[config.mk]
export PLATFORM = sky130hd
export DESIGN_NAME = wam_mole_gen
export DESIGN_NICKNAME = d
export VERILOG_FILES = /design/src/rtl/wam_mole_gen_pkg.sv /design/src/rtl/wam_mole_gen_hole.sv /design/src/rtl/wam_mole_gen.sv
export SDC_FILE = /design/constraint.sdc
export NUM_CORES = 1
export LEC_CHECK = 0
export ABC_CLOCK_PERIOD_IN_PS = 12800
export CAP_MARGIN = 40
export CORE_MARGIN = 1.5
export CORE_UTILIZATION = 35
export DETAILED_ROUTE_END_ITERATION = 16
export SYNTH_ARGS = -nofsm -noshare
export SYNTH_HDL_FRONTEND = slang
export SYNTH_HIERARCHICAL = 1
export SYNTH_SLANG_ARGS = --single-unit
[constraint.sdc]
create_clock -name clk -period 12.8 [get_ports clk]
set_input_delay 2.56 -clock clk [delete_from_list [all_inputs] [get_ports clk]]
set_output_delay 2.56 -clock clk [all_outputs]
set_load 0.01 [all_outputs]
[src/rtl/wam_mole_gen_pkg.sv]
// Shared definitions for the whack-a-mole generator: hole state encoding,
// LFSR feedback and the level-scaled interval helper.
package wam_mole_gen_pkg;

  typedef enum logic [1:0] {
    IDLE = 2'd0,
    UP   = 2'd1,
    COOL = 2'd2
  } hole_state_t;

  // Fibonacci taps 16,14,13,11 (bits 15,13,12,10).
  function automatic logic lfsr_feedback(input logic [15:0] s);
    return s[15] ^ s[13] ^ s[12] ^ s[10];
  endfunction

  // Interval shortened by level, never below one tick.
  function automatic int unsigned scale_ticks(input int unsigned base, input logic [1:0] lvl);
    int unsigned s;
    s = base >> lvl;
    return (s == 0) ? 1 : s;
  endfunction

endpackage

[src/rtl/wam_mole_gen_hole.sv]
// One hole: IDLE -> UP -> COOL -> IDLE, with a shared life/cool down-counter
// and a registered miss pulse when the mole retreats unwhacked.
module wam_mole_gen_hole
  import wam_mole_gen_pkg::*;
#(
  parameter int CW         = 10,
  parameter int COOL_TICKS = 200
) (
  input  logic          clk,
  input  logic          clr,
  input  logic          en,
  input  logic          tick,
  input  logic          sel,
  input  logic          whack,
  input  logic [CW-1:0] life_load,
  output logic          up,
  output logic          idle,
  output logic          miss
);

  localparam logic [CW-1:0] COOL_LOAD = CW'(COOL_TICKS);

  hole_state_t   state, state_nxt;
  logic [CW-1:0] cnt, cnt_nxt;
  logic          miss_nxt;

  // NOTE: every variable gets its default before the case, so no path can infer a latch.
  always_comb begin
    state_nxt = state;
    cnt_nxt   = cnt;
    miss_nxt  = 1'b0;
    unique case (state)
      IDLE: if (sel) begin
        state_nxt = UP;
        cnt_nxt   = life_load;
      end
      UP: begin
        // A whack in the expiry cycle wins, so no miss is reported.
        if (en && whack) begin
          state_nxt = COOL;
          cnt_nxt   = COOL_LOAD;
        end else if (tick) begin
          if (cnt == CW'(1)) begin
            state_nxt = COOL;
            cnt_nxt   = COOL_LOAD;
            miss_nxt  = 1'b1;
          end else begin
            cnt_nxt = cnt - 1'b1;
          end
        end
      end
      COOL: if (tick) begin
        if (cnt == CW'(1)) state_nxt = IDLE;
        else               cnt_nxt   = cnt - 1'b1;
      end
      default: state_nxt = IDLE;
    endcase
  end

  // NOTE: sequential state uses non-blocking assignments so all flops update together.
  always_ff @(posedge clk or negedge clr) begin
    if (!clr) begin
      state <= IDLE;
      cnt   <= '0;
      miss  <= 1'b0;
    end else begin
      state <= state_nxt;
      cnt   <= cnt_nxt;
      miss  <= miss_nxt;
    end
  end

  assign up   = (state == UP);
  assign idle = (state == IDLE);

endmodule

[src/rtl/wam_mole_gen.sv]
// Mole generator: game-tick prescaler, free-running LFSR, spawn timer,
// rotating free-hole search and the per-hole state machines.
module wam_mole_gen
  import wam_mole_gen_pkg::*;
#(
  parameter int          N_HOLES     = 8,
  parameter int          TICK_DIV    = 100000,
  parameter int          SPAWN_TICKS = 700,
  parameter int          LIFE_TICKS  = 1000,
  parameter int          COOL_TICKS  = 200,
  parameter int          MAX_UP      = 3,
  parameter logic [15:0] LFSR_SEED   = 16'hACE1
) (
  input  logic               clk,
  input  logic               clr,
  input  logic               en,
  input  logic [1:0]         level,
  input  logic [N_HOLES-1:0] whack,
  output logic [N_HOLES-1:0] mole,
  output logic               spawn,
  output logic [N_HOLES-1:0] miss,
  output logic [3:0]         up_cnt
);

  localparam int PW   = (TICK_DIV > 1) ? $clog2(TICK_DIV) : 1;
  localparam int TW   = $clog2(SPAWN_TICKS + 1);
  localparam int CMAX = (LIFE_TICKS > COOL_TICKS) ? LIFE_TICKS : COOL_TICKS;
  localparam int CW   = $clog2(CMAX + 1);
  localparam int SW   = (N_HOLES > 1) ? $clog2(N_HOLES) : 1;

  logic [PW-1:0]      pre;
  logic               tick;
  logic [15:0]        lfsr;
  logic [TW-1:0]      timer;
  logic               attempt;
  logic [N_HOLES-1:0] idle;
  logic [N_HOLES-1:0] pick;
  logic               found;
  logic [SW-1:0]      idx;
  logic [CW-1:0]      life_load;

  assign tick = en && (pre == PW'(TICK_DIV - 1));

  always_ff @(posedge clk or negedge clr) begin
    if (!clr)    pre <= '0;
    else if (en) pre <= tick ? '0 : pre + 1'b1;
  end

  // The LFSR keeps running while the game is frozen.
  always_ff @(posedge clk or negedge clr) begin
    if (!clr) lfsr <= LFSR_SEED;
    else      lfsr <= {lfsr[14:0], lfsr_feedback(lfsr)};
  end

  // ">=" keeps attempts coming after level shortens the interval mid-count.
  assign attempt = tick && ((32'(timer) + 32'd1) >= scale_ticks(SPAWN_TICKS, level));

  always_ff @(posedge clk or negedge clr) begin
    if (!clr)      timer <= '0;
    else if (tick) timer <= attempt ? '0 : timer + 1'b1;
  end

  always_comb begin
    pick  = '0;
    found = 1'b0;
    idx   = '0;
    for (int k = 0; k < N_HOLES; k++) begin
      idx = SW'((32'(lfsr[SW-1:0]) + k) % N_HOLES);
      if (!found && idle[idx]) begin
        pick[idx] = 1'b1;
        found     = 1'b1;
      end
    end
  end

  assign spawn     = attempt && (up_cnt < 4'(MAX_UP)) && found;
  assign life_load = CW'(scale_ticks(LIFE_TICKS, level));

  for (genvar g = 0; g < N_HOLES; g++) begin : g_hole
    wam_mole_gen_hole #(
      .CW         (CW),
      .COOL_TICKS (COOL_TICKS)
    ) u_hole (
      .clk       (clk),
      .clr       (clr),
      .en        (en),
      .tick      (tick),
      .sel       (spawn && pick[g]),
      .whack     (whack[g]),
      .life_load (life_load),
      .up        (mole[g]),
      .idle      (idle[g]),
      .miss      (miss[g])
    );
  end

  always_comb begin
    up_cnt = '0;
    for (int i = 0; i < N_HOLES; i++) up_cnt = up_cnt + 4'(mole[i]);
  end

endmodule
## After elaboration in Yosys (flattened, before gate mapping)

Cells that the tools add are included.

| word-level totals | value |
|---|---|
| register bits | 147 |
| bits of input ports | 13 |
| output and inout bits | 21 |

| cells by class | value |
|---|---|
| add/subtract/negate cells | 25 |
| magnitude comparators | 18 |
| equal/unequal tests | 73 |
| shifts and indexed selects | 2 |
| mux-type cells | 196 |
| bitwise gates (word level) | 10 |
| reductions and logical operators | 76 |

Operators with widths:

| cell | count |
|---|---|
| $mux 10 | 50 |
| $pmux 10 s3 | 8 |
| $mux 2 | 48 |
| $eq 10x1->1 const B | 8 |
| $reduce_and 5->1 | 16 |
| $sub 10x1->10 const B | 8 |
| $logic_not 32->1 | 2 |
| $mux 8 | 8 |
| $shr 10x2->32 const A | 2 |
| $mux 1 | 56 |
| $or 8x8->8 | 7 |
| $ne 3x3->1 const B | 16 |
| $pmux 2 s3 | 8 |
| $logic_and 1x1->1 | 35 |
| $ge 11x32->1 | 1 |
| $lt 3x4->1 const B | 8 |
| $mux 32 | 1 |
| $ne 2x1->1 const B | 16 |
| $ne 2x2->1 const B | 16 |
| $bmux 1 s3 | 8 |
| $demux 1 s3 | 8 |
| $ge 3x1->1 const B | 8 |
| $reduce_bool 3->1 | 8 |
| $add 17x1->17 const B | 1 |
| 17 further kinds | 53 |

## Logic depth before layout (Yosys ltp)

Gate-level depths: netlist of the first run.

| logic depth | value |
|---|---|
| depth after elaboration | 29 |
| mapped depth | 20 |

## Hierarchy

The synthesis of the first run kept the hierarchy.

Modules (own cells, without submodules):

| module | times used | cells each | area each (µm²) | seq. area each (µm²) |
|---|---|---|---|---|
| wam_mole_gen_hole (g_hole[0].u_hole ...) | 4 | 103 | 925.9 | 325.3 |
| wam_mole_gen | 1 | 346 | 3519.6 | 1086.0 |
| wam_mole_gen_hole (g_hole[6].u_hole ...) | 2 | 110 | 973.4 | 325.3 |
| wam_mole_gen_hole (g_hole[5].u_hole) | 1 | 111 | 1028.5 | 325.3 |
| wam_mole_gen_hole (g_hole[1].u_hole) | 1 | 104 | 957.2 | 325.3 |

## Least setup slack after synthesis of the first run

OpenSTA, ideal clock, no wires.

| timing | value |
|---|---|
| path kind | input to output |
| start point | input port level[1] |
| end point | output port spawn |
| arrival | 3.944 ns |
| slack | 6.296 ns |
| stages | 8 |
| buffers on the path | 0 |
| path through | inv_1 > nand2_1 > ha_1 > a21oi_1 > o31ai_1 > nor3b_1 > o21a_1 > nor3_2 |

| between the ends | value |
|---|---|
| longest elaborated chain between the ends | 7 |

RTL lines:

| item | RTL line | RTL |
|---|---|---|
| from (decl) | wam_mole_gen.sv:17 | `input logic [1:0] level,` |
| $shr 10x2->32 * | wam_mole_gen_pkg.sv:19 | `s = base >> lvl;` |
| $logic_not 32->1 | wam_mole_gen_pkg.sv:20 | `return (s == 0) ? 1 : s;` |
| $mux 32 * | wam_mole_gen_pkg.sv:20 |  |
| $ge 11x32->1 * | wam_mole_gen.sv:56 | `assign attempt = tick && ((32'(timer) + 32'd1) >= scale_ticks(SPAWN_TICKS, level));` |
| $logic_and 1x1->1 * | wam_mole_gen.sv:56 |  |
| $logic_and 1x1->1 * (2 in a row) | wam_mole_gen.sv:76 | `assign spawn = attempt && (up_cnt < 4'(MAX_UP)) && found;` |
| to (decl) | wam_mole_gen.sv:20 | `output logic spawn,` |

Mark *: on every way between the ends. The rest lies on a longest branch, timed or not.

## Worst setup path after layout of the first run

Ends and elaborated chain as after synthesis.

==> impl_metrics.tcl, run 1 <==
set metrics [dict create \
    power.switching_uw 266 \
    drt-total-wl_mm 29.0 \
    syn_area_um2 11200 \
    finalNetCount 1306 \
    worst_pin_slew_ns 0.830 \
    power.density_nw_per_um2 89.0 \
    synth_cell_types 96 \
    total_power_uw 1120 \
    clock_latency_ns 0.44 \
    combPwrFrac 0.056 \
    arrival_ns 5.82 \
    fp.dieH_um 182 \
    holdPathStages 0 \
    postCtsResizedCells 0 \
    maxCapViolCount 0 \
    rrSetupSlack_ns 6.67 \
    grt_pass1_wl_mm 47.7 \
    cts_max_path_buffers 2 \
    core_um2 31500 \
    path_cells "clkdlybuf4s50_1 -> inv_1 -> nor2_1 -> ha_1 -> o21ai_0 -> o21a_1 -> nor3_2 -> clkdlybuf4s50_1" \
    ir_worst_vdd_uv 97.1 \
    start_kind "input port" \
    ys_ff_latch 147 \
    intPower_uw 852 \
    maxSlewViolCount 0 \
    firstDrtPassIters 5 \
    fin_crit_sh 0.655 \
    initial_core_util 0.354 \
    synth_edf_count 0 \
    place_area_um2 11900 \
    yosys_most_used_dff "dfrtp_1" \
    r2r-end "g_hole[0].u_hole/cnt[8]" \
    p_leak_uw 0.00526 \
    path_depth 8 \
    area_growth_syn_to_layout_pct 12.6 \
    drt_iter0_drc 620 \
    path_common_cell "clkdlybuf4s50_1" \
    skew_ns 0.0134 \
    power_frac_clock 0.507 \
    p_seq_frac 0.437 \
    syn_inst 1193 \
    r2r_start "g_hole[0].u_hole/state[1]" \
    critPathCapture "spawn" \
    gp_congestion 0.819 \
    holdBufCountCts 0 \
    final_cell_mix "inv_1, dfrtp_1, nand2_1" \
    vias_per_cell 5.60 \
    switching_share 0.238 \
    ios 34 \
    crit_type "input port to primary output" \
    die_w_um 182 \
    tns_ns 0 \
    hold-worst-slack_ns 0.349 \
    maxSlewHeadroom 0.444 \
    n_antenna_cell 0 \
    root_buffer "clkbuf_16" \
    cts_tree "done" \
    cpMaxStageDelayCell "nor2_1" \
    post-route-cell-area_um2 12600 \
    dp_hpwl_mm 20.0 \
    synth_top_area_frac 0.312 \
    drc 0 \
    grtUsageTotal 0.181 \
    htree_levels 4 \
    status "complete, no violations" \
    hold_viol 0 \
    fin_crit_ns 8.38 \
    yosysTopAreaCell "dfrtp_1" \
    grt_pass1_vias 8948 \
    grt_max_degree 87 \
    cts_num_sinks 147 \
    post-route-util 0.399 \
    timing.fmax_mhz 119 \
    post_cts_buffers 0 \
    slowest_delay_ns 0.70 \
    antenna_found_initial 0 \
    path_clk_slew_ns 0.06 \
    grt_overflow_total 0 \
    synth-warning-count 6 \
    die-area_um2 33000 \
    crit_start "level[1]" \
    avgRoutedWirePerCell_um 17.6 \
    cp-end-kind "primary output" \
    rsz0062_at_grt "false" \
    final-setup-viol-count 0 \
    layout-drive-gt1-share 0.112 \
    core.rowCount 65 \
    critical_path_required_ns 10.24 \
    postRouteAntennaNets 0 \
    crit_family "buffers and inverters" \
    rr_worst_depth 20 \
    num_vias 9204 \
    ys_top_cells_by_area "dfrtp_1, ha_1, inv_1, o21ai_0, o31ai_1" \
    numCtsBuffers 17 \
    fill_cells 3109 \
    synthArstFlopShare 1.00 \
    critPathMaxFanout 13 \
    seq_area_frac_synth 0.331 \
    critPathBufInv 3 \
    portBuffers 33 \
    avgSynthCellArea_um2 9.35 \
    hold_path_class "flip-flop to flip-flop" \
]
==> worst min path at each step <==
stage                  from       to
floorplan           lfsr[3]  lfsr[4]
detailed placement  lfsr[3]  lfsr[4]
finish              lfsr[8]  lfsr[9]
CTS                 lfsr[3]  lfsr[4]
global route        lfsr[8]  lfsr[9]
global placement    lfsr[3]  lfsr[4]
==> per-layer routing <==
layer	up-vias	global-route usage	wire length (µm)
met1	4501	0.253	13900
li1	4457	-	-
met2	217	0.278	13100
met5	-	0	0
met4	0	0.0583	553
met3	29	0.0375	1500
==> synth_stat cells (14+ instances only) <==
library cell / count
nand2b_1: 19
buf_2: 25
nor2_1: 68
o21ai_1: 18
dfrtp_1: 139
ha_1: 60
a21oi_1: 35
inv_1: 139
o31ai_1: 40
o221ai_1: 16
nor3_1: 24
or4_1: 16
nand2_1: 72
a22o_1: 30
xnor2_1: 30
o22ai_1: 27
o32ai_1: 14
o21ai_0: 64
o21a_1: 28
==> state kept, by name, indices dropped and copies added, names as in the netlist <==
register / cells
g_hole.u_hole/cnt: 80
g_hole.u_hole/miss: 8
g_hole.u_hole/state: 16
lfsr: 16
pre: 17
timer: 10
==> power by group through the flow <==
stage          Clock [µW]  Combinational, µW  Sequential, µW
3_3_place_gp            0               61.9             497
2_1_floorplan           0               34.7             494
5_1_grt               598               71.7             491
6_report              566               62.5             489
4_1_cts               582               63.9             489
3_5_place_dp            0               63.7             497
==> metrics by stage <==
step | cells | worst slack [ns]
3_3_place_gp | 1609 | 4.56
2_1_floorplan | 1208 | 6.30
3_5_place_dp | 1612 | 4.41
4_1_cts | 1644 | 4.40
6_report | 1644 | 4.42
5_1_grt | 1644 | 4.21
==> logic make-up after synthesis <==
logic type / count (synthesis) / synth area share
and+or+nand+nor: 321 / 0.170
AOI/OAI and AO/OA: 384 / 0.250
buffers and inverters: 185 / 0.0711
adders and majority gates: 64 / 0.0745
other: 1 / 0.000336
muxes: 47 / 0.0681
xor gates and xnor gates: 44 / 0.0359
DFF: 147 / 0.331
==> area by class of cell <==
class / count / area [µm²] / share of cell area
inverters: 140 / 526 / 0.0418
multi-input cells: 876 / 6730 / 0.536
repair buffers: 47 / 460 / 0.0367
well taps: 402 / 503 / 0.0401
flip-flops and latches: 147 / 3690 / 0.294
clock inverters: 13 / 206 / 0.0164
clock buffers: 19 / 443 / 0.0353
No activity file was read; power rests on OpenSTA's default activity.
==> run 2, diff against run 1 <==
--- a/config.mk
+++ b/config.mk
@@ -5,7 +5,7 @@
 export SDC_FILE = /design/constraint.sdc
 export NUM_CORES = 1
 export LEC_CHECK = 0
-export ABC_CLOCK_PERIOD_IN_PS = 12800
+export ABC_CLOCK_PERIOD_IN_PS = 6800
 export CAP_MARGIN = 40
 export CORE_MARGIN = 1.5
 export CORE_UTILIZATION = 35
==> constraint.sdc (replaced) <==
create_clock -name clk -period 6.8 [get_ports clk]
set_input_delay 1.36 -clock clk [delete_from_list [all_inputs] [get_ports clk]]
set_output_delay 1.36 -clock clk [all_outputs]
set_load 0.01 [all_outputs]
==> run 2 against run 1 <==
Compared with the run above: clock skew fell by 0.00079 ns; combinational power rose by 94%; final cell count rose by 0.30%; die area did not move; hold slack barely moved; clock power rose by 76%; non-clock buffer count rose by 5; final area barely moved; global-route usage fell by 0.59 points; via count fell by 0.39%.
==> impl_metrics.tcl, run 2 (synthesis gave the netlist of run 1 again) <==
set metrics [dict create \
    fin_crit_sh 0.916 \
    status "complete, no violations" \
    layout-drive-gt1-share 0.115 \
    maxCapViolCount 0 \
    root_buffer "clkbuf_16" \
    cts_tree "done" \
    grt_overflow_total 0 \
    finalNetCount 1311 \
    fin_crit_ns 6.23 \
    holdBufCountCts 0 \
    path_clk_slew_ns 0.06 \
    num_vias 9168 \
    p_leak_uw 0.00525 \
    htree_levels 4 \
    power.density_nw_per_um2 162 \
    firstDrtPassIters 5 \
    largest_register "g_hole.u_hole/cnt" \
    grtUsageTotal 0.175 \
    grt_max_degree 81 \
    postCtsResizedCells 0 \
    portBuffers 33 \
    initial_core_util 0.354 \
    final-setup-viol-count 0 \
    core_um2 31500 \
    cts_num_sinks 147 \
    critPathMaxFanout 7 \
    die_w_um 182 \
    die-area_um2 33000 \
    cp-end-kind "primary output" \
    crit_type "flip-flop to primary output" \
    numCtsBuffers 17 \
    core.rowCount 65 \
    maxSlewViolCount 0 \
    vias_per_cell 5.56 \
    skew_ns 0.0126 \
    postRouteAntennaNets 0 \
    cts_max_path_buffers 2 \
    hold_viol 0 \
    clock_latency_ns 0.43 \
    critical_path_required_ns 5.44 \
    ir_worst_vdd_uv 135 \
    drt-total-wl_mm 27.9 \
    post_cts_buffers 0 \
    dp_hpwl_mm 19.1 \
    antenna_found_initial 0 \
    total_power_uw 2030 \
    drc 0 \
    hold_path_class "flip-flop to flip-flop" \
    ios 34 \
    arrival_ns 4.87 \
    rsz0062_at_grt "false" \
    fp.dieH_um 182 \
    start_kind "flip-flop" \
    grt_pass1_wl_mm 46.5 \
    gp_congestion 0.833 \
    area_growth_syn_to_layout_pct 12.5 \
    drt_iter0_drc 534 \
    largest_reg_flops 80 \
    largestRegisters "g_hole.u_hole/cnt x80, pre x17" \
    worst_pin_slew_ns 0.788 \
    avgRoutedWirePerCell_um 16.9 \
    maxSlewHeadroom 0.474 \
    final_cell_mix "inv_1, dfrtp_1, nand2_1" \
    grt_pass1_vias 8944 \
    timing.fmax_mhz 161 \
    n_antenna_cell 0 \
    tns_ns 0 \
]
-- run 2: changes by cell type in the layout (fill, tap and decap cells not counted) --
cell	change
buf_4	+6
inv_6	+4
clkinv_2	-3
bufinv_16	-2
buf_6	-1
clkbuf_1	+1
clkbuf_8	-1
clkinvlp_4	+1
-- run 2: layout make-up --
type / instances / area [µm²]
Multi-Input combinational cell: 876 / 6730
Clock inverter: 13 / 174
Clock buffer: 19 / 433
Inverter: 140 / 526
Fill cell: 3061 / 18900
Tap cell: 402 / 503
Sequential cell: 147 / 3690
Timing Repair Buffer: 52 / 494
-- run 2: metrics by stage --
stage	std cells	utilization	hold WS [ns]	worst slack (ns)	area, µm²
floorplan	1208	-	0.331	1.70	11200
global placement	1615	0.378	0.333	1.08	11900
detailed placement	1617	0.379	0.337	1.04	11900
CTS	1649	0.399	0.351	0.573	12500
global route	1649	0.399	0.356	0.261	12500
finish	1649	0.399	0.349	0.572	12500
-- run 2: layer usage --
| metal | share of wire | GRT usage |
|---|---|---|
| met1 | 0.48 | 0.238 |
| met2 | 0.46 | 0.280 |
| met5 | 0 | 0 |
| met3 | 0.042 | 0.0351 |
| met4 | 0.020 | 0.0530 |
-- run 2: worst paths after layout --
kind,depth (start not counted),startpoint,slack (ns),end
setup / recovery,14,g_hole[0].u_hole/state[1],0.57,spawn
hold / removal,0,lfsr[3],0.35,lfsr[4]
setup reg to reg,21,g_hole[0].u_hole/state[1],1.24,g_hole[7].u_hole/cnt[9]
hold reg to reg,0,lfsr[3],0.35,lfsr[4]
max in group asynchronous,2,clr,5.06,g_hole[5].u_hole/cnt[3]
min in group asynchronous,1,clr,0.73,pre[11]
-- run 2: power by group --
| part | internal [µW] | switching, µW |
|---|---|---|
| Sequential | 896 | 23.7 |
| Combinational | 47.0 | 74.2 |
| Clock | 585 | 410 |
| Total | 1530 | 508 |
-- run 2: critical path, stage by stage (launching register included) --
cell	delay, ns
dfrtp_1	0.37
inv_1	0.07
ha_1	0.28
fa_1	0.55
inv_1	0.05
fa_1	0.45
fa_1	0.49
inv_1	0.04
ha_1	0.19
fa_1	0.38
xor2_1	0.18
a211oi_1	0.29
o311ai_1	0.19
nor3_2	0.30
clkdlybuf4s50_1	0.61
